`src/rtl/issue_sched_pkg.sv`:
```
`default_nettype none
// ============================================================================
// Package     : Public_Info
// Description : Shared definitions for the issue scheduler. Holds the one-hot
//               instruction-type codes, the scheduler state encoding and small
//               classification helpers used by the scheduler and its
//               pairing/hazard checker.
// Revision    : 1.0 - initial release
// ============================================================================
package Public_Info;

    // One-hot instruction type codes (10-bit type field)
    localparam logic [9:0] c_type_alu  = 10'h001;
    localparam logic [9:0] c_type_br   = 10'h002;
    localparam logic [9:0] c_type_mul  = 10'h004;
    localparam logic [9:0] c_type_div  = 10'h008;
    localparam logic [9:0] c_type_mem  = 10'h010;
    localparam logic [9:0] c_type_ertn = 10'h020;
    localparam logic [9:0] c_type_csr  = 10'h040;
    localparam logic [9:0] c_type_bar  = 10'h080;

    // Serialising types must issue alone with an empty back end.
    localparam logic [9:0] c_type_ser_mask  = c_type_ertn | c_type_csr | c_type_bar;
    // Types that execute in pipe B.
    localparam logic [9:0] c_type_nalu_mask = c_type_br | c_type_mul | c_type_div | c_type_mem;

    // Scheduler state encoding
    typedef logic [1:0] sched_state_t;
    localparam sched_state_t c_st_run    = 2'd0;
    localparam sched_state_t c_st_drain  = 2'd1;
    localparam sched_state_t c_st_serial = 2'd2;
    localparam sched_state_t c_st_wait   = 2'd3;

    function automatic logic f_is_ser(input logic [9:0] t);
        return |(t & c_type_ser_mask);
    endfunction

    function automatic logic f_is_nalu(input logic [9:0] t);
        return |(t & c_type_nalu_mask);
    endfunction

    function automatic logic f_is_mem(input logic [9:0] t);
        return |(t & c_type_mem);
    endfunction

endpackage
`default_nettype wire

```
`src/rtl/issue_sched_pair_chk.sv`:
```
`default_nettype none
// ============================================================================
// Module      : issue_pair_chk
// Description : Combinational pairing and hazard check for the two oldest
//               Issue_Buffer entries.
//   Inputs  : inst_type0/1, rd0/1, we0/1, rs1_0/rs2_0/rs1_1/rs2_1,
//             ld_v/ld_rd (outstanding load destination)
//   Outputs : dual_ok   - head0 and head1 may issue together
//             head0_blk - head0 reads the outstanding load (load-use bubble)
//             head1_blk - head1 reads the outstanding load
// Revision    : 1.0 - initial release
// ============================================================================
module issue_pair_chk
    import Public_Info::*;
(
    input  logic [9:0] inst_type0,
    input  logic [9:0] inst_type1,
    input  logic [4:0] rd0,
    input  logic [4:0] rd1,
    input  logic       we0,
    input  logic       we1,
    input  logic [4:0] rs1_0,
    input  logic [4:0] rs2_0,
    input  logic [4:0] rs1_1,
    input  logic [4:0] rs2_1,
    input  logic       ld_v,
    input  logic [4:0] ld_rd,
    output logic       dual_ok,
    output logic       head0_blk,
    output logic       head1_blk
);

    logic w_raw;
    logic w_waw;
    logic w_any_ser;
    logic w_both_nalu;

    // r0 is hard-wired zero, so writes to it never create a dependency.
    assign w_raw       = we0 && (rd0 != 5'd0) && ((rd0 == rs1_1) || (rd0 == rs2_1));
    assign w_waw       = we0 && we1 && (rd0 == rd1) && (rd0 != 5'd0);
    assign w_any_ser   = f_is_ser(inst_type0) || f_is_ser(inst_type1);
    // Only one pipe B exists, so two non-ALU ops cannot pair.
    assign w_both_nalu = f_is_nalu(inst_type0) && f_is_nalu(inst_type1);

    // ld_rd is never zero while ld_v is set.
    assign head0_blk = ld_v && ((rs1_0 == ld_rd) || (rs2_0 == ld_rd));
    assign head1_blk = ld_v && ((rs1_1 == ld_rd) || (rs2_1 == ld_rd));

    assign dual_ok = !w_any_ser && !w_both_nalu && !w_raw && !w_waw && !head1_blk;

endmodule
`default_nettype wire

```
`src/rtl/issue_sched.sv`:
```
`default_nettype none
// ============================================================================
// Module      : issue_sched
// Description : Issue scheduler for a two-pipe in-order core. Decides each
//               cycle how many Issue_Buffer head entries are consumed and
//               which pipe each goes to. Serialising instructions (ERTN, CSR,
//               BAR) drain the back end, issue alone, then wait DEPTH_CHK+
//               cycles before normal issue resumes.
//   Ports   : clk, rst (sync, active-high)
//             buf_cnt, inst_type0/1, rd0/1, we0/1, rs1_0/rs2_0/rs1_1/rs2_1
//             stall, flush, pipe_busy
//             pop, issue_a, issue_b, swap, serial
//   Macro   : ISSUE_DUAL_EN - when defined, enables dual issue; otherwise at
//             most one entry is consumed per cycle.
// Revision    : 1.0 - initial release
// ============================================================================
module issue_sched
    import Public_Info::*;
#(
    parameter int DEPTH_CHK = 1
) (
    input  logic       clk,
    input  logic       rst,
    input  logic [1:0] buf_cnt,
    input  logic [9:0] inst_type0,
    input  logic [9:0] inst_type1,
    input  logic [4:0] rd0,
    input  logic [4:0] rd1,
    input  logic       we0,
    input  logic       we1,
    input  logic [4:0] rs1_0,
    input  logic [4:0] rs2_0,
    input  logic [4:0] rs1_1,
    input  logic [4:0] rs2_1,
    input  logic       stall,
    input  logic       flush,
    input  logic       pipe_busy,
    output logic [1:0] pop,
    output logic       issue_a,
    output logic       issue_b,
    output logic       swap,
    output logic       serial
);

    localparam int               CNT_W   = $clog2(DEPTH_CHK + 2);
    localparam logic [CNT_W-1:0] c_depth = CNT_W'(DEPTH_CHK);

    sched_state_t     r_state;
    sched_state_t     w_state_nxt;
    logic [CNT_W-1:0] r_wait_cnt;
    logic             r_ld_v;
    logic [4:0]       r_ld_rd;

    logic [1:0] w_buf_n;
    logic       w_dual_ok;
    logic       w_head0_blk;
    logic       w_head1_blk;
    logic       w_dual;
    logic       w_unused;
    logic [1:0] w_pop;
    logic       w_h0_nalu;
    logic       w_ld_set;
    logic [4:0] w_ld_rd_nxt;

    // An illegal count of 3 behaves as a full two-entry head.
    assign w_buf_n   = (buf_cnt == 2'd3) ? 2'd2 : buf_cnt;
    assign w_h0_nalu = f_is_nalu(inst_type0);

    issue_pair_chk u_pair_chk (
        .inst_type0 (inst_type0),
        .inst_type1 (inst_type1),
        .rd0        (rd0),
        .rd1        (rd1),
        .we0        (we0),
        .we1        (we1),
        .rs1_0      (rs1_0),
        .rs2_0      (rs2_0),
        .rs1_1      (rs1_1),
        .rs2_1      (rs2_1),
        .ld_v       (r_ld_v),
        .ld_rd      (r_ld_rd),
        .dual_ok    (w_dual_ok),
        .head0_blk  (w_head0_blk),
        .head1_blk  (w_head1_blk)
    );

`ifdef ISSUE_DUAL_EN
    assign w_dual   = w_dual_ok && (w_buf_n == 2'd2);
    // head1 load-use is already folded into dual_ok.
    assign w_unused = w_head1_blk;
`else
    assign w_dual   = 1'b0;
    assign w_unused = w_dual_ok ^ w_head1_blk;
`endif

    // Issue decision and next state; flush and stall freeze issue entirely.
    always_comb begin
        w_pop       = 2'd0;
        w_state_nxt = r_state;
        if (!rst && !flush && !stall) begin
            case (r_state)
                c_st_run: begin
                    if (w_buf_n == 2'd0 || w_head0_blk) begin
                        w_pop = 2'd0;
                    end else if (f_is_ser(inst_type0)) begin
                        if (pipe_busy) begin
                            w_state_nxt = c_st_drain;
                        end else begin
                            w_pop       = 2'd1;
                            w_state_nxt = c_st_wait;
                        end
                    end else begin
                        w_pop = w_dual ? 2'd2 : 2'd1;
                    end
                end
                c_st_drain: begin
                    if (!pipe_busy) begin
                        w_state_nxt = c_st_serial;
                    end
                end
                c_st_serial: begin
                    // Head0 is still the serialising op held back in RUN.
                    if (w_buf_n != 2'd0) begin
                        w_pop       = 2'd1;
                        w_state_nxt = c_st_wait;
                    end else begin
                        w_state_nxt = c_st_run;
                    end
                end
                default: begin
                    if (r_wait_cnt >= c_depth && !pipe_busy) begin
                        w_state_nxt = c_st_run;
                    end
                end
            endcase
        end
    end

    // Track the destination of a load issued this cycle (at most one MEM).
    always_comb begin
        w_ld_set    = 1'b0;
        w_ld_rd_nxt = r_ld_rd;
        if (w_pop != 2'd0 && f_is_mem(inst_type0) && we0 && rd0 != 5'd0) begin
            w_ld_set    = 1'b1;
            w_ld_rd_nxt = rd0;
        end else if (w_pop == 2'd2 && f_is_mem(inst_type1) && we1 && rd1 != 5'd0) begin
            w_ld_set    = 1'b1;
            w_ld_rd_nxt = rd1;
        end
    end

    always_ff @(posedge clk) begin
        if (rst) begin
            r_state    <= c_st_run;
            r_wait_cnt <= '0;
            r_ld_v     <= 1'b0;
            r_ld_rd    <= 5'd0;
        end else if (flush) begin
            r_state    <= c_st_run;
            r_wait_cnt <= '0;
            r_ld_v     <= 1'b0;
        end else if (!stall) begin
            r_state <= w_state_nxt;
            // Counter restarts from zero on each entry into WAIT and saturates.
            if (r_state == c_st_wait) begin
                if (r_wait_cnt < c_depth) begin
                    r_wait_cnt <= r_wait_cnt + CNT_W'(1);
                end
            end else begin
                r_wait_cnt <= '0;
            end
            if (w_ld_set) begin
                r_ld_v  <= 1'b1;
                r_ld_rd <= w_ld_rd_nxt;
            end else begin
                r_ld_v  <= 1'b0;
            end
        end
    end

    // Head0 goes to pipe B when non-ALU; a paired head1 takes the other pipe.
    assign pop     = w_pop;
    assign issue_a = (w_pop != 2'd0) && ((w_pop == 2'd2) || !w_h0_nalu);
    assign issue_b = (w_pop == 2'd2) || ((w_pop == 2'd1) && w_h0_nalu);
    assign swap    = (w_pop != 2'd0) && w_h0_nalu;
    assign serial  = !rst && (r_state != c_st_run);

endmodule
`default_nettype wire

```
`config.mk`:
```
export PLATFORM = sky130hd
export DESIGN_NAME = issue_sched
export DESIGN_NICKNAME = d
export VERILOG_FILES = /design/src/rtl/issue_sched_pkg.sv /design/src/rtl/issue_sched_pair_chk.sv /design/src/rtl/issue_sched.sv
export SDC_FILE = /design/constraint.sdc
export NUM_CORES = 1
export LEC_CHECK = 0
export CORE_ASPECT_RATIO = 2
export CORE_MARGIN = 2
export CORE_UTILIZATION = 37
export CTS_CLUSTER_DIAMETER = 60
export DETAILED_ROUTE_END_ITERATION = 7
export PLACE_DENSITY = 0.8
export SKIP_CTS_REPAIR_TIMING = 1
export SLEW_MARGIN = 30
export SYNTH_ARGS = -nofsm -noshare
export SYNTH_HDL_FRONTEND = slang
export SYNTH_HIERARCHICAL = 1
export SYNTH_SLANG_ARGS = --single-unit
```
`constraint.sdc`:
```
create_clock -name clk -period 2.3 [get_ports clk]
set_input_delay 0.23 -clock clk [delete_from_list [all_inputs] [get_ports clk]]
set_output_delay 0.23 -clock clk [all_outputs]
set_load 0.02 [all_outputs]
```
# Word level (Yosys, flattened, before mapping)
# Index checks and enable logic that the tools add are counted.
[op_classes]
add_sub_neg = 1
magnitude_cmp = 2
n_eq_ne = 12
muxes = 21
bitwise_logic = 2
n_reduce_logical = 38
[op_table]
columns = ["cell", "count"]
rows = [
  ["two-way mux 2 bit", 12],
  ["logical AND 1 bit", 14],
  ["== test 5 bit", 2],
  ["two-way mux 5 bit", 2],
  ["nonzero test 5 bit", 2],
  ["== test 2 bit, second input constant", 4],
  ["nonzero test 2 bit", 4],
  ["!= test 2 bit, second input constant", 3],
  ["one-hot mux 2 bit (3 select lines)", 1],
  ["AND reduction 6 bit", 1],
  ["zero test 1 bit", 5],
  ["two-way mux 1 bit", 5],
  ["== test 2 x 1 -> 1 bit, second input constant", 2],
  ["zero test 2 bit", 2],
  ["logical OR 1 bit", 4],
  ["one-hot mux 2 bit (2 select lines)", 1],
  ["AND reduction 4 bit", 1],
  ["nonzero test 4 bit", 1],
  ["OR reduction 4 bit", 1],
  ["OR reduction 3 bit", 1],
  ["adder 2 x 1 -> 2 bit, second input constant", 1],
  [">= comparator 2 x 1 -> 1 bit, second input constant", 1],
  ["< comparator 2 x 1 -> 1 bit, second input constant", 1],
  ["!= test 2 x 1 -> 1 bit, second input constant", 1],
  ["3 further kinds", 4],
]
[totals]
reg_bits = 10
out_inout_bits = 6
elab_cells = 80

# Longest topological paths before layout
# Gate-level depths: netlist (run 1).
[logic_depth]
ltp_word = 14
ltp_mapped = 8
mapped_depth_nobuf = 7

# Hierarchy
# The synthesis (run 1) kept the hierarchy.
[modules_own_cells]
columns = ["mod", "n_inst", "cells_per_inst", "area_each_um2", "seq_area_each_um2"]
rows = [
  ["issue_sched", 1, 74, 606.8, 200.2],
  ["issue_pair_chk", 1, 61, 455.4, 0.0],
]

# Worst setup path after synthesis (run 1)
# OpenSTA, ideal clock, no wires.
[synth_timing]
kind = "reg-to-output"
startpoint = "reg r_ld_rd[3]"
endpoint = "out swap"
arrival_ns = 1.843
required_ns = 2.070
setup_slack_ns = 0.227
stages_incl_launch_ff = 9
n_path_buf = 3
path_cell_list = "dfxtp_1 clkbuf_1 xnor2_1 nand3_1 a21boi_0 o32ai_2 buf_2 and3_1 buf_4"
[synth_via]
elab_chain_cells = 9
elab_cells_between_ends = 10
cone_classes = "eq/ne (2); mux (3); reduce/logical (5)"
[synth_rtl]
columns = ["item", "line_no", "text"]
rows = [
  ["start, declared", "issue_sched.sv:52", "logic [4:0] r_ld_rd;"],
  ["start signal, assigned", "issue_sched.sv:174", "r_ld_rd <= w_ld_rd_nxt;"],
  ["== test 5 bit", "issue_sched_pair_chk.sv:46", "assign head0_blk = ld_v && ((rs1_0 == ld_rd) || (rs2_0 == ld_rd));"],
  ["logical OR 1 bit *", "issue_sched_pair_chk.sv:46", ""],
  ["logical AND 1 bit *", "issue_sched_pair_chk.sv:46", ""],
  ["named net w_head0_blk", "issue_sched.sv:56", "logic w_head0_blk;"],
  ["logical OR 1 bit *", "issue_sched.sv:103", "if (w_buf_n == 2'd0 || w_head0_blk) begin"],
  ["two-way mux 2 bit *", "issue_sched.sv:103", ""],
  ["one-hot mux 2 bit (2 select lines) *", "issue_sched.sv:101", "case (r_state)"],
  ["two-way mux 2 bit *", "issue_sched.sv:100", "if (!rst && !flush && !stall) begin"],
  ["nonzero test 2 bit *", "issue_sched.sv:185", "assign swap = (w_pop != 2'd0) && w_h0_nalu;"],
  ["logical AND 1 bit *", "issue_sched.sv:185", ""],
  ["end, declared", "issue_sched.sv:41", "output logic swap,"],
]
# Mark *: on every way through the listed nets, which the timed path passes. The rest lies on a longest branch.

# Worst setup path in the final report (run 1)
[layout_timing]
startpoint = "in rs1_0[1]"
endpoint = "out issue_a"
[layout_via]
elab_chain_cells = 10
elab_cells_between_ends = 11
cone_classes = "eq/ne (2); mux (3); reduce/logical (6)"
[layout_rtl]
columns = ["item", "line_no", "text"]
rows = [
  ["start, declared", "issue_sched.sv:31", "input logic [4:0] rs1_0,"],
  ["== test 5 bit *", "issue_sched_pair_chk.sv:46", ""],
  ["logical OR 1 bit *", "issue_sched_pair_chk.sv:46", ""],
  ["logical AND 1 bit *", "issue_sched_pair_chk.sv:46", ""],
  ["named net w_head0_blk", "issue_sched.sv:56", ""],
  ["logical OR 1 bit *", "issue_sched.sv:103", ""],
  ["two-way mux 2 bit *", "issue_sched.sv:103", ""],
  ["one-hot mux 2 bit (2 select lines) *", "issue_sched.sv:101", ""],
  ["two-way mux 2 bit *", "issue_sched.sv:100", ""],
  ["== test 2 bit", "issue_sched.sv:183", "assign issue_a = (w_pop != 2'd0) && ((w_pop == 2'd2) || !w_h0_nalu);"],
  ["logical OR 1 bit", "issue_sched.sv:183", ""],
  ["logical AND 1 bit *", "issue_sched.sv:183", ""],
  ["end, declared", "issue_sched.sv:39", "output logic issue_a,"],
]
# Marks and branches as above.

==> PnR_summary.wiki, run 1 <==
{| class="wikitable"
! Metric !! Value
|-
| Total congestion overflow after global routing || 0
|-
| Gpl congestion || 0.7960
|-
| Maximum vdd drop || 0.2852 mV
|-
| IO Pins || 65
|-
| Placement-stage worst setup slack || -0.3062 ns
|-
| Min Clock Period, post-route || 2.150 ns
|-
| Unrepaired setup endpoints after global routing || no
|-
| Maximum root-to-sink buffer count || 2
|-
| Number of optimization iterations in the first detailed-route pass || 3
|-
| Series of cell instances along the critical path || clkdlybuf4s50_1 -> xor2_1 -> nor3_1 -> nand3_1 -> a21boi_1 -> o32ai_2 -> nand2_1 -> nor2_1 -> dlymetal6s2s_1
|-
| Largest clock skew in the final design || 0.002546 ns
|-
| Sequential cell area || 200.2 µm²
|-
| Number of placement rows || 22
|-
| Synthesized net count || 151
|-
| Total die area || 2353 µm²
|-
| Critical path's slowest cell || clkdlybuf4s50_1
|-
| Violation count after the first detailed-route iteration || 20
|-
| CTS clock-pin slew for the worst setup and hold paths || 0.06 ns
|-
| Root Driver || clkbuf_4
|-
| Final worst slack || 0.1497 ns
|-
| Effective utilization at floorplan || 0.3935
|-
| Latest clock arrival within the worst-skew pair || 0.27 ns
|-
| Arrival time reported for the critical path endpoint || around 1.9 ns
|-
| Hpwl dp || 1663 µm
|-
| Max stage delay on crit path || 0.47 ns
|-
| TritonCTS buffer count || 3
|-
| Largest fanout of any net on the critical path || 3
|-
| Number of failing hold endpoints at the final stage || 0
|-
| Count of filler cells inserted in the layout || 169
|-
| TritonCTS clock tree || yes
|-
| Wire length of the first global-routing pass || 3353 µm
|-
| Static Leak || 0.0004963 µW
|-
| Syn. warnings || 6
|-
| Total power density per cell area || 383.8 nW/µm²
|-
| Largest net degree at the start of global routing || 12
|-
| Post-synth design cell area || 725.7 µm²
|-
| Antenna diode count || 0
|-
| Number of global-route vias before repair || 828
|-
| Chip height || 66.63 µm
|-
| Final net count || 190
|-
| Non-Filler Instances || between 150 and 200
|-
| Setup-failing EPs final || 0
|-
| Kind of path behind the tightest hold check || reg -> reg
|-
| Smallest hold slack || 0.5321 ns
|-
| Proportion of layout cells with a drive suffix above 1 || 0.1250
|-
| Endpoint type of the worst setup path || output pin
|-
| CP Launch Type || primary input
|-
| Buffer and inverter count on the worst path || 2
|-
| Status || complete, no violations
|-
| Remaining DRCs || 0
|-
| Upper clock frequency limit || 465.1 MHz
|-
| Port Buffers || 34
|-
| GRT Total Usage || 0.1919
|-
| Footprint of the multi-input gates || 475.5 µm²
|-
| Vias post-DR || 773
|-
| Max-slew violation count || 0
|-
| Average vias per placed instance || 5.086
|-
| Count of mapped cells out of synthesis || 90
|-
| H-tree depth reported by CTS || 1
|-
| Final WL || 1928 µm
|-
| Area growth from synthesis to final layout || 57.76%
|-
| Family with the most delay on the worst path || buffers and inverters
|-
| Horizontal die dimension || 35.32 µm
|-
| Overall power after layout || 439.4 µW
|-
| Cell Area, Placed || 1099 µm²
|-
| Critical path data required time || around 2.1 ns
|-
| Ratio of final minimum period to clock period || 0.9349
|-
| Routed length per placed instance || around 13 µm
|-
| Core region area || 1844 µm²
|-
| Initial antenna violation count || 0
|-
| CTS Sinks || 10
|-
| Number of nets with antenna violations after detailed routing || 0
|-
| Avg Synthesized Cell Area || a little over 8 µm²
|-
| Max-cap viol count || 0
|-
| Kind of critical path || in -> out
|-
| Total placed cells including tap cells || 148
|-
| Post-route cell area || 1145 µm²
|}
## path summary, 6_finish.rpt
check                              startpoint             to  slack, ns  cells past startpoint
worst max-delay path                 rs1_0[1]        issue_a       0.15                      9
worst max register to register     r_ld_rd[1]     r_state[1]       0.42                      8
worst min register to register  r_wait_cnt[1]  r_wait_cnt[1]       0.53                      2
worst min-delay path            r_wait_cnt[1]  r_wait_cnt[1]       0.53                      2
## through the flow
stage	utilization	setup TNS [ns]
finish	0.6208	0
global route	0.6208	0
CTS	0.6153	-1.072
detailed placement	0.5957	-1.053
global placement	0.5957	-0.8083
floorplan	-	0
## worst register-to-register path, stage by stage, from the launching register on
cell,delay (ns)
dfxtp_1,0.38
xor2_1,0.20
nor3_1,0.06
nand3_1,0.07
a21boi_1,0.09
buf_4,0.14
o31ai_1,0.27
or4b_1,0.47
a21oi_1,0.13
## final cells by class
class	count	area share
flip-flops and latches	10	0.1749
clock buffers	4	0.03169
well taps	24	0.02623
repair buffers	39	0.3388
multi-input cells	71	0.4153
inverters	4	0.01311
## registers in the layout, summed over array words and instances, names as in the netlist
name / flops
r_ld_rd: 5
r_ld_v: 1
r_state: 2
r_wait_cnt: 2
## layer usage
| layer | track usage | part of all wire | vias up |
|---|---|---|---|
| li1 | - | - | 394 |
| met1 | 0.1749 | 0.36 | 347 |
| met2 | 0.3866 | 0.57 | 29 |
| met3 | 0.04000 | 0.060 | 3 |
| met4 | 0.07500 | 0.012 | 0 |
| met5 | 0 | 0 | - |
## power by group
group	switching, µW	total, µW	internal, µW	leakage (µW)
Clock	59.9	156	96.2	0.0000210
Sequential	1.87	177	175	0.0000806
Combinational	39.3	107	67.4	0.000395
## cells in the final DEF (no fill, tap or decap)
cell type	instances
inv_1	4
dfxtp_1	10
buf_4	5
clkbuf_4	3
o21bai_1	2
or4b_1	1
or2_1	1
o31ai_1	1
o2111a_1	1
nor3_1	6
conb_1	1
xnor2_1	4
nor2b_1	1
o32ai_2	1
nor3_2	1
xor2_1	6
nand3_1	2
a21oi_1	9
clkbuf_8	1
a31o_2	5
o21ai_0	2
o31a_1	1
a21boi_1	1
and3_1	1
or4_1	2
nor2_1	9
nand2_1	2
nand2b_1	7
a22oi_1	2
dlymetal6s2s_1	4
ha_1	2
clkdlybuf4s50_1	30
Power figures use the tool's default switching activity.
==> run 2, diff against run 1 <==
--- a/config.mk
+++ b/config.mk
@@ -6,11 +6,12 @@
 export NUM_CORES = 1
 export LEC_CHECK = 0
 export CORE_ASPECT_RATIO = 2
-export CORE_MARGIN = 2
+export CORE_MARGIN = 1
 export CORE_UTILIZATION = 37
 export CTS_CLUSTER_DIAMETER = 60
 export DETAILED_ROUTE_END_ITERATION = 7
 export PLACE_DENSITY = 0.8
+export SETUP_SLACK_MARGIN = 0.02
 export SKIP_CTS_REPAIR_TIMING = 1
 export SLEW_MARGIN = 30
 export SYNTH_ARGS = -nofsm -noshare
==> constraint.sdc (replaced) <==
create_clock -name clk -period 2.2 [get_ports clk]
set_input_delay 0.22 -clock clk [delete_from_list [all_inputs] [get_ports clk]]
set_output_delay 0.22 -clock clk [all_outputs]
set_load 0.02 [all_outputs]
==> PnR_summary.wiki, run 2 (same netlist as run 1, synthesis figures left out) <==
{| class="wikitable"
! Metric !! Value
|-
| Routed length per placed instance || 12.72 µm (was 12.68 µm)
|-
| Register with the highest flop count || r_ld_rd (unchanged)
|-
| Max-slew violation count || 0 (unchanged)
|-
| Ratio of final minimum period to clock period || 0.9512
|-
| Core region area || 1844 µm² (unchanged)
|-
| Largest net degree at the start of global routing || 12 (unchanged)
|-
| Vias post-DR || 788 (was 773)
|-
| Total negative slack for setup checks || 0 ns (unchanged)
|-
| Initial antenna violation count || 0 (unchanged)
|-
| Critical path data required time || 1.98 ns (was 2.07 ns)
|-
| Root Driver || clkbuf_4 (unchanged)
|-
| Non-Filler Instances || 151 (was 152)
|-
| Hold Crit Start || r_wait_cnt[0] (was r_wait_cnt[1])
|-
| Total congestion overflow after global routing || 0 (unchanged)
|-
| Final WL || 1921 µm (was 1928 µm)
|-
| Total power density per cell area || 419.7 nW/µm² (was 383.8 nW/µm²)
|-
| Number of nets with antenna violations after detailed routing || 0 (unchanged)
|-
| Kind of critical path || in -> out (unchanged)
|-
| IO Pins || 65 (unchanged)
|-
| CTS Sinks || 10 (unchanged)
|-
| Unrepaired setup endpoints after global routing || yes (was no)
|-
| Largest clock skew in the final design || 0.0003814 ns (was 0.002546 ns)
|-
| Layout Utilization || 0.6045 (was 0.6208)
|-
| Upper clock frequency limit || 477.9 MHz
|-
| Number of flip-flops under the largest register name || 5 (unchanged)
|-
| Registers with the most flip-flops || r_ld_rd (5), r_state (2), r_wait_cnt (2) (unchanged)
|-
| Maximum root-to-sink buffer count || 2 (unchanged)
|-
| Area growth from synthesis to final layout || 53.62% (was 57.76%)
|-
| Violation count after the first detailed-route iteration || 14 (was 20)
|-
| TritonCTS clock tree || yes (unchanged)
|-
| First element of the critical path || rs2_0[0] (was rs1_0[1])
|-
| Endpoint type of the worst setup path || output pin (unchanged)
|-
| Latest clock arrival within the worst-skew pair || 0.27 ns (about the same)
|-
| Wire length of the first global-routing pass || 2960 µm (was 3353 µm)
|-
| Arrival time reported for the critical path endpoint || 1.87 ns (was 1.92 ns)
|-
| H-tree depth reported by CTS || 1 (unchanged)
|-
| Chip height || 64.63 µm (was 66.63 µm)
|-
| Largest fanout of any net on the critical path || 3 (unchanged)
|-
| Proportion of layout cells with a drive suffix above 1 || 0.1417 (was 0.1250)
|-
| Reg-to-reg critical path startpoint || r_ld_rd[0] (was r_ld_rd[1])
|-
| Commonest non-fill, non-tap cell in the layout || clkdlybuf4s50_1 (unchanged)
|-
| Static Leak || 0.0004401 µW (was 0.0004963 µW)
|-
| Number of optimization iterations in the first detailed-route pass || 4 (was 3)
|-
| Number of global-route vias before repair || 803 (was 828)
|-
| Antenna diode count || 0 (unchanged)
|-
| Kind of path behind the tightest hold check || reg -> reg (unchanged)
|-
| Overall power after layout || 467.9 µW (was 439.4 µW)
|-
| Effective utilization at floorplan || 0.3935 (unchanged)
|-
| CTS clock-pin slew for the worst setup and hold paths || 0.07 ns (was 0.06 ns)
|-
| TritonCTS buffer count || 3 (unchanged)
|-
| Setup-failing EPs final || 0 (unchanged)
|-
| Horizontal die dimension || 33.32 µm (was 35.32 µm)
|-
| Min Clock Period, post-route || 2.093 ns
|-
| Hpwl dp || 1615 µm (was 1663 µm)
|-
| Smallest hold slack || 0.5321 ns (about the same)
|-
| Remaining DRCs || 0 (unchanged)
|-
| Max-cap viol count || 0 (unchanged)
|-
| Total placed cells including tap cells || 147 (was 148)
|-
| Maximum vdd drop || 0.3693 mV (was 0.2852 mV)
|-
| Average vias per placed instance || 5.219 (was 5.086)
|-
| Port Buffers || 34 (unchanged)
|-
| Commonest non-fill, non-tap cells in the layout || clkdlybuf4s50_1, dfxtp_1, nor2_1, a21oi_1, nand2b_1 (unchanged)
|-
| Final net count || 189 (was 190)
|-
| CP Launch Type || primary input (unchanged)
|-
| Number of placement rows || 22 (unchanged)
|-
| Gpl congestion || 0.7489 (was 0.7960)
|-
| Status || complete, no violations (unchanged)
|-
| Number of failing hold endpoints at the final stage || 0 (unchanged)
|-
| GRT Total Usage || 0.2046 (was 0.1919)
|-
| Total die area || 2153 µm² (was 2353 µm²)
|}
==> run 2: cell types whose count changed in the layout (fill, tap and decap cells not counted) <==
cell	before	now
buf_4	5	4
clkbuf_2	0	3
dlymetal6s2s_1	4	1
==> run 2: cell type report <==
type / instances / area (µm²)
inverters: 4 / 15.01
flip-flops and latches: 10 / 200.2
clock buffers: 4 / 36.28
well taps: 24 / 30.03
repair buffers: 38 / 357.8
fillers: 189 / 729.5
multi-input cells: 71 / 475.5
==> run 2: metrics by stage <==
step	setup slack, ns	cell area (µm²)
6_report	0.1073	1115
5_1_grt	0.01591	1115
4_1_cts	-0.3782	1127
3_5_place_dp	-0.3735	1091
3_3_place_gp	-0.3158	1091
2_1_floorplan	0.2123	725.7
==> run 2: critical path: stages <==
cell and delay (ns):
clkdlybuf4s50_1 0.48, xor2_1 0.17, nor3_1 0.08, nand3_1 0.07
a21boi_1 0.09, o32ai_2 0.32, nand2_1 0.13, inv_1 0.07
dlymetal6s2s_1 0.23
==> run 2: report_power, final <==
part | internal (µW) | leakage, µW | switching, µW
logic | 69.5 | 0.000338 | 41.7
registers | 183 | 0.0000806 | 1.99
clock network | 101 | 0.0000210 | 71.3
total | 353 | 0.000440 | 115
==> run 2: path summary, 6_finish.rpt <==
path,to,slack (ns),cells after the start
max,pop[0],0.11,9
max reg2reg,r_state[1],0.31,8
min,r_wait_cnt[0],0.53,2
min reg2reg,r_wait_cnt[0],0.53,2
==> run 2: metal layers <==
layer,vias to the layer above,GRT usage,share of wire
li1,395,-,-
met5,-,0,0
met3,5,0.02765,0.044
met1,357,0.1937,0.36
met4,0,0.08654,0.021
met2,31,0.3750,0.58
==> run 3, diff against run 2 <==
--- a/config.mk
+++ b/config.mk
@@ -5,12 +5,14 @@
 export SDC_FILE = /design/constraint.sdc
 export NUM_CORES = 1
 export LEC_CHECK = 0
+export CELL_PAD_IN_SITES_DETAIL_PLACEMENT = 1
+export CELL_PAD_IN_SITES_GLOBAL_PLACEMENT = 1
 export CORE_ASPECT_RATIO = 2
 export CORE_MARGIN = 1
-export CORE_UTILIZATION = 37
+export CORE_UTILIZATION = 25
 export CTS_CLUSTER_DIAMETER = 60
 export DETAILED_ROUTE_END_ITERATION = 7
-export PLACE_DENSITY = 0.8
+export PLACE_DENSITY_LB_ADDON = 0.1
 export SETUP_SLACK_MARGIN = 0.02
 export SKIP_CTS_REPAIR_TIMING = 1
 export SLEW_MARGIN = 30
==> PnR_summary.wiki, run 3 (same netlist as run 1, synthesis figures left out) <==
{| class="wikitable"
! Metric !! Value
|-
| Status || complete, no violations (unchanged)
|-
| Register with the highest flop count || r_ld_rd (unchanged)
|-
| Largest fanout of any net on the critical path || 3 (unchanged)
|-
| Root Driver || clkbuf_8 (was clkbuf_4)
|-
| Post-route cell area || 1134 µm² (was 1115 µm²)
|-
| Total die area || 3135 µm² (was 2153 µm²)
|-
| Layout Utilization || 0.4143 (was 0.6045)
|-
| Largest clock skew in the final design || 0.004414 ns (was 0.0003814 ns)
|-
| Number of flip-flops under the largest register name || 5 (unchanged)
|-
| Pint || 374.2 µW (was 352.9 µW)
|-
| Effective utilization at floorplan || 0.2652 (was 0.3935)
|-
| Total congestion overflow after global routing || 0 (unchanged)
|-
| Chip height || 78.20 µm (was 64.63 µm)
|-
| Maximum root-to-sink buffer count || 2 (unchanged)
|-
| Sequential share of power || 0.375 (was 0.395)
|-
| CP Launch Type || primary input (unchanged)
|-
| Number of global-route vias before repair || 854 (was 803)
|-
| Proportion of layout cells with a drive suffix above 1 || 0.1417 (unchanged)
|-
| Number of failing hold endpoints at the final stage || 0 (unchanged)
|-
| Vias post-DR || 783 (was 788)
|-
| Critical path data required time || 1.98 ns (about the same)
|-
| Switching share of power || 0.2425 (was 0.2458)
|-
| Sequential cell area || 200.2 µm² (unchanged)
|-
| Initial antenna violation count || 0 (unchanged)
|-
| Port Buffers || 34 (unchanged)
|-
| Reported net switching power || 119.8 µW (was 115.0 µW)
|-
| Endpoint type of the worst setup path || output pin (unchanged)
|-
| Ratio of final minimum period to clock period || 0.9283 (was 0.9512)
|-
| Cell Area, Placed || 1105 µm² (was 1091 µm²)
|-
| Static Leak || 0.0004459 µW (was 0.0004401 µW)
|-
| Commonest non-fill, non-tap cells in the layout || clkdlybuf4s50_1, dfxtp_1, nor2_1, a21oi_1, nand2b_1 (unchanged)
|-
| Gpl congestion || 0.7351 (was 0.7489)
|-
| First element of the critical path || rs2_0[0] (unchanged)
|-
| Hold Crit Start || r_wait_cnt[1] (was r_wait_cnt[0])
|-
| Maximum vdd drop || 0.2717 mV (was 0.3693 mV)
|-
| Smallest hold slack || 0.5115 ns (was 0.5321 ns)
|-
| Min Clock Period, post-route || 2.042 ns (was 2.093 ns)
|-
| Final worst slack || 0.1578 ns (was 0.1073 ns)
|-
| Max-slew violation count || 0 (unchanged)
|-
| H-tree depth reported by CTS || 1 (unchanged)
|-
| Area growth from synthesis to final layout || 56.21% (was 53.62%)
|-
| Kind of path behind the tightest hold check || reg -> reg (unchanged)
|-
| TritonCTS clock tree || yes (unchanged)
|-
| Arrival time reported for the critical path endpoint || 1.82 ns (was 1.87 ns)
|-
| Number of optimization iterations in the first detailed-route pass || 3 (was 4)
|-
| Latest clock arrival within the worst-skew pair || 0.24 ns (was 0.27 ns)
|-
| GRT Total Usage || 0.1673 (was 0.2046)
|-
| Proportion of power drawn by combinational gates || 0.234 (was 0.238)
|-
| Routed length per placed instance || 15.36 µm (was 12.72 µm)
|-
| Wire length of the first global-routing pass || 3663 µm (was 2960 µm)
|-
| Total power density per cell area || 435.8 nW/µm² (was 419.7 nW/µm²)
|-
| Hpwl dp || 1967 µm (was 1615 µm)
|-
| TritonCTS buffer count || 3 (unchanged)
|-
| Remaining DRCs || 0 (unchanged)
|-
| Final net count || 190 (was 189)
|-
| Kind of critical path || in -> out (unchanged)
|-
| Violation count after the first detailed-route iteration || 7 (was 14)
|-
| Number of placement rows || 27 (was 22)
|-
| Largest net degree at the start of global routing || 12 (unchanged)
|-
| Unrepaired setup endpoints after global routing || yes (unchanged)
|-
| Portion of total power attributed to the clock network || 0.391 (was 0.368)
|-
| Final WL || 2396 µm (was 1921 µm)
|-
| Antenna diode count || 0 (unchanged)
|-
| Reg-to-reg critical path startpoint || r_ld_rd[0] (unchanged)
|-
| Count of filler cells inserted in the layout || 335 (was 189)
|-
| Placement-stage worst setup slack || -0.4238 ns (was -0.3735 ns)
|-
| CTS Sinks || 10 (unchanged)
|-
| Upper clock frequency limit || 489.7 MHz (was 477.9 MHz)
|-
| Footprint of the multi-input gates || 475.5 µm² (unchanged)
|-
| Registers with the most flip-flops || r_ld_rd (5), r_state (2), r_wait_cnt (2) (unchanged)
|-
| IO Pins || 65 (unchanged)
|-
| Setup-failing EPs final || 0 (unchanged)
|-
| Max-cap viol count || 0 (unchanged)
|-
| Core region area || 2736 µm² (was 1844 µm²)
|-
| Average vias per placed instance || 5.019 (was 5.219)
|-
| Commonest non-fill, non-tap cell in the layout || clkdlybuf4s50_1 (unchanged)
|-
| CTS clock-pin slew for the worst setup and hold paths || 0.05 ns (was 0.07 ns)
|-
| Horizontal die dimension || 40.10 µm (was 33.32 µm)
|-
| Number of nets with antenna violations after detailed routing || 0 (unchanged)
|}
run 3: layout make-up:
| class | count | share of cell area |
|---|---|---|
| timing repair buffer | 39 | 0.3223 |
| sequential | 10 | 0.1766 |
| inverter | 4 | 0.01325 |
| clock buffer | 3 | 0.03642 |
| tap | 29 | 0.03201 |
| multi-input combinational | 71 | 0.4194 |
run 3: power groups by stage:
stage / Clock (µW) / Sequential, µW / Combinational, µW
floorplan: 0 / 188 / 41.7
global placement: 0 / 189 / 116
detailed placement: 0 / 189 / 117
CTS: 201 / 185 / 118
global route: 208 / 185 / 125
finish: 193 / 185 / 115
run 3: routing by layer:
| layer | global-route usage | vias to the layer above | part of all wire |
|---|---|---|---|
| li1 | - | 389 | - |
| met1 | 0.1371 | 369 | 0.32 |
| met2 | 0.3387 | 21 | 0.62 |
| met3 | 0.02260 | 4 | 0.050 |
| met4 | 0.06207 | 0 | 0.014 |
| met5 | 0 | - | 0 |
run 3: worst paths after layout:
kind,endpoint,slack (ns),cells past startpoint
worst min register to register,r_wait_cnt[1],0.51,2
worst max register to register,r_state[1],0.26,8
worst max-delay path,issue_a,0.16,9
worst min-delay path,r_wait_cnt[1],0.51,2
run 3: per-stage QoR:
| step | total power, µW | TNS (ns) | cells |
|---|---|---|---|
| 5_1_grt | 518.0 | 0 | 156 |
| 4_1_cts | 504.5 | -1.592 | 156 |
| 2_1_floorplan | 230.0 | 0 | 90 |
| 3_5_place_dp | 306.1 | -1.638 | 153 |
| 6_report | 494.0 | 0 | 156 |
| 3_3_place_gp | 305.5 | -1.537 | 153 |
run 3: worst max-delay path, stage by stage:
cell             delay [ns]
clkdlybuf4s50_1        0.47
xor2_1                 0.17
nor3_1                 0.08
nand3_1                0.07
a21boi_1               0.09
o32ai_2                0.29
nand2_1                0.12
nor2_1                 0.13
clkbuf_2               0.18
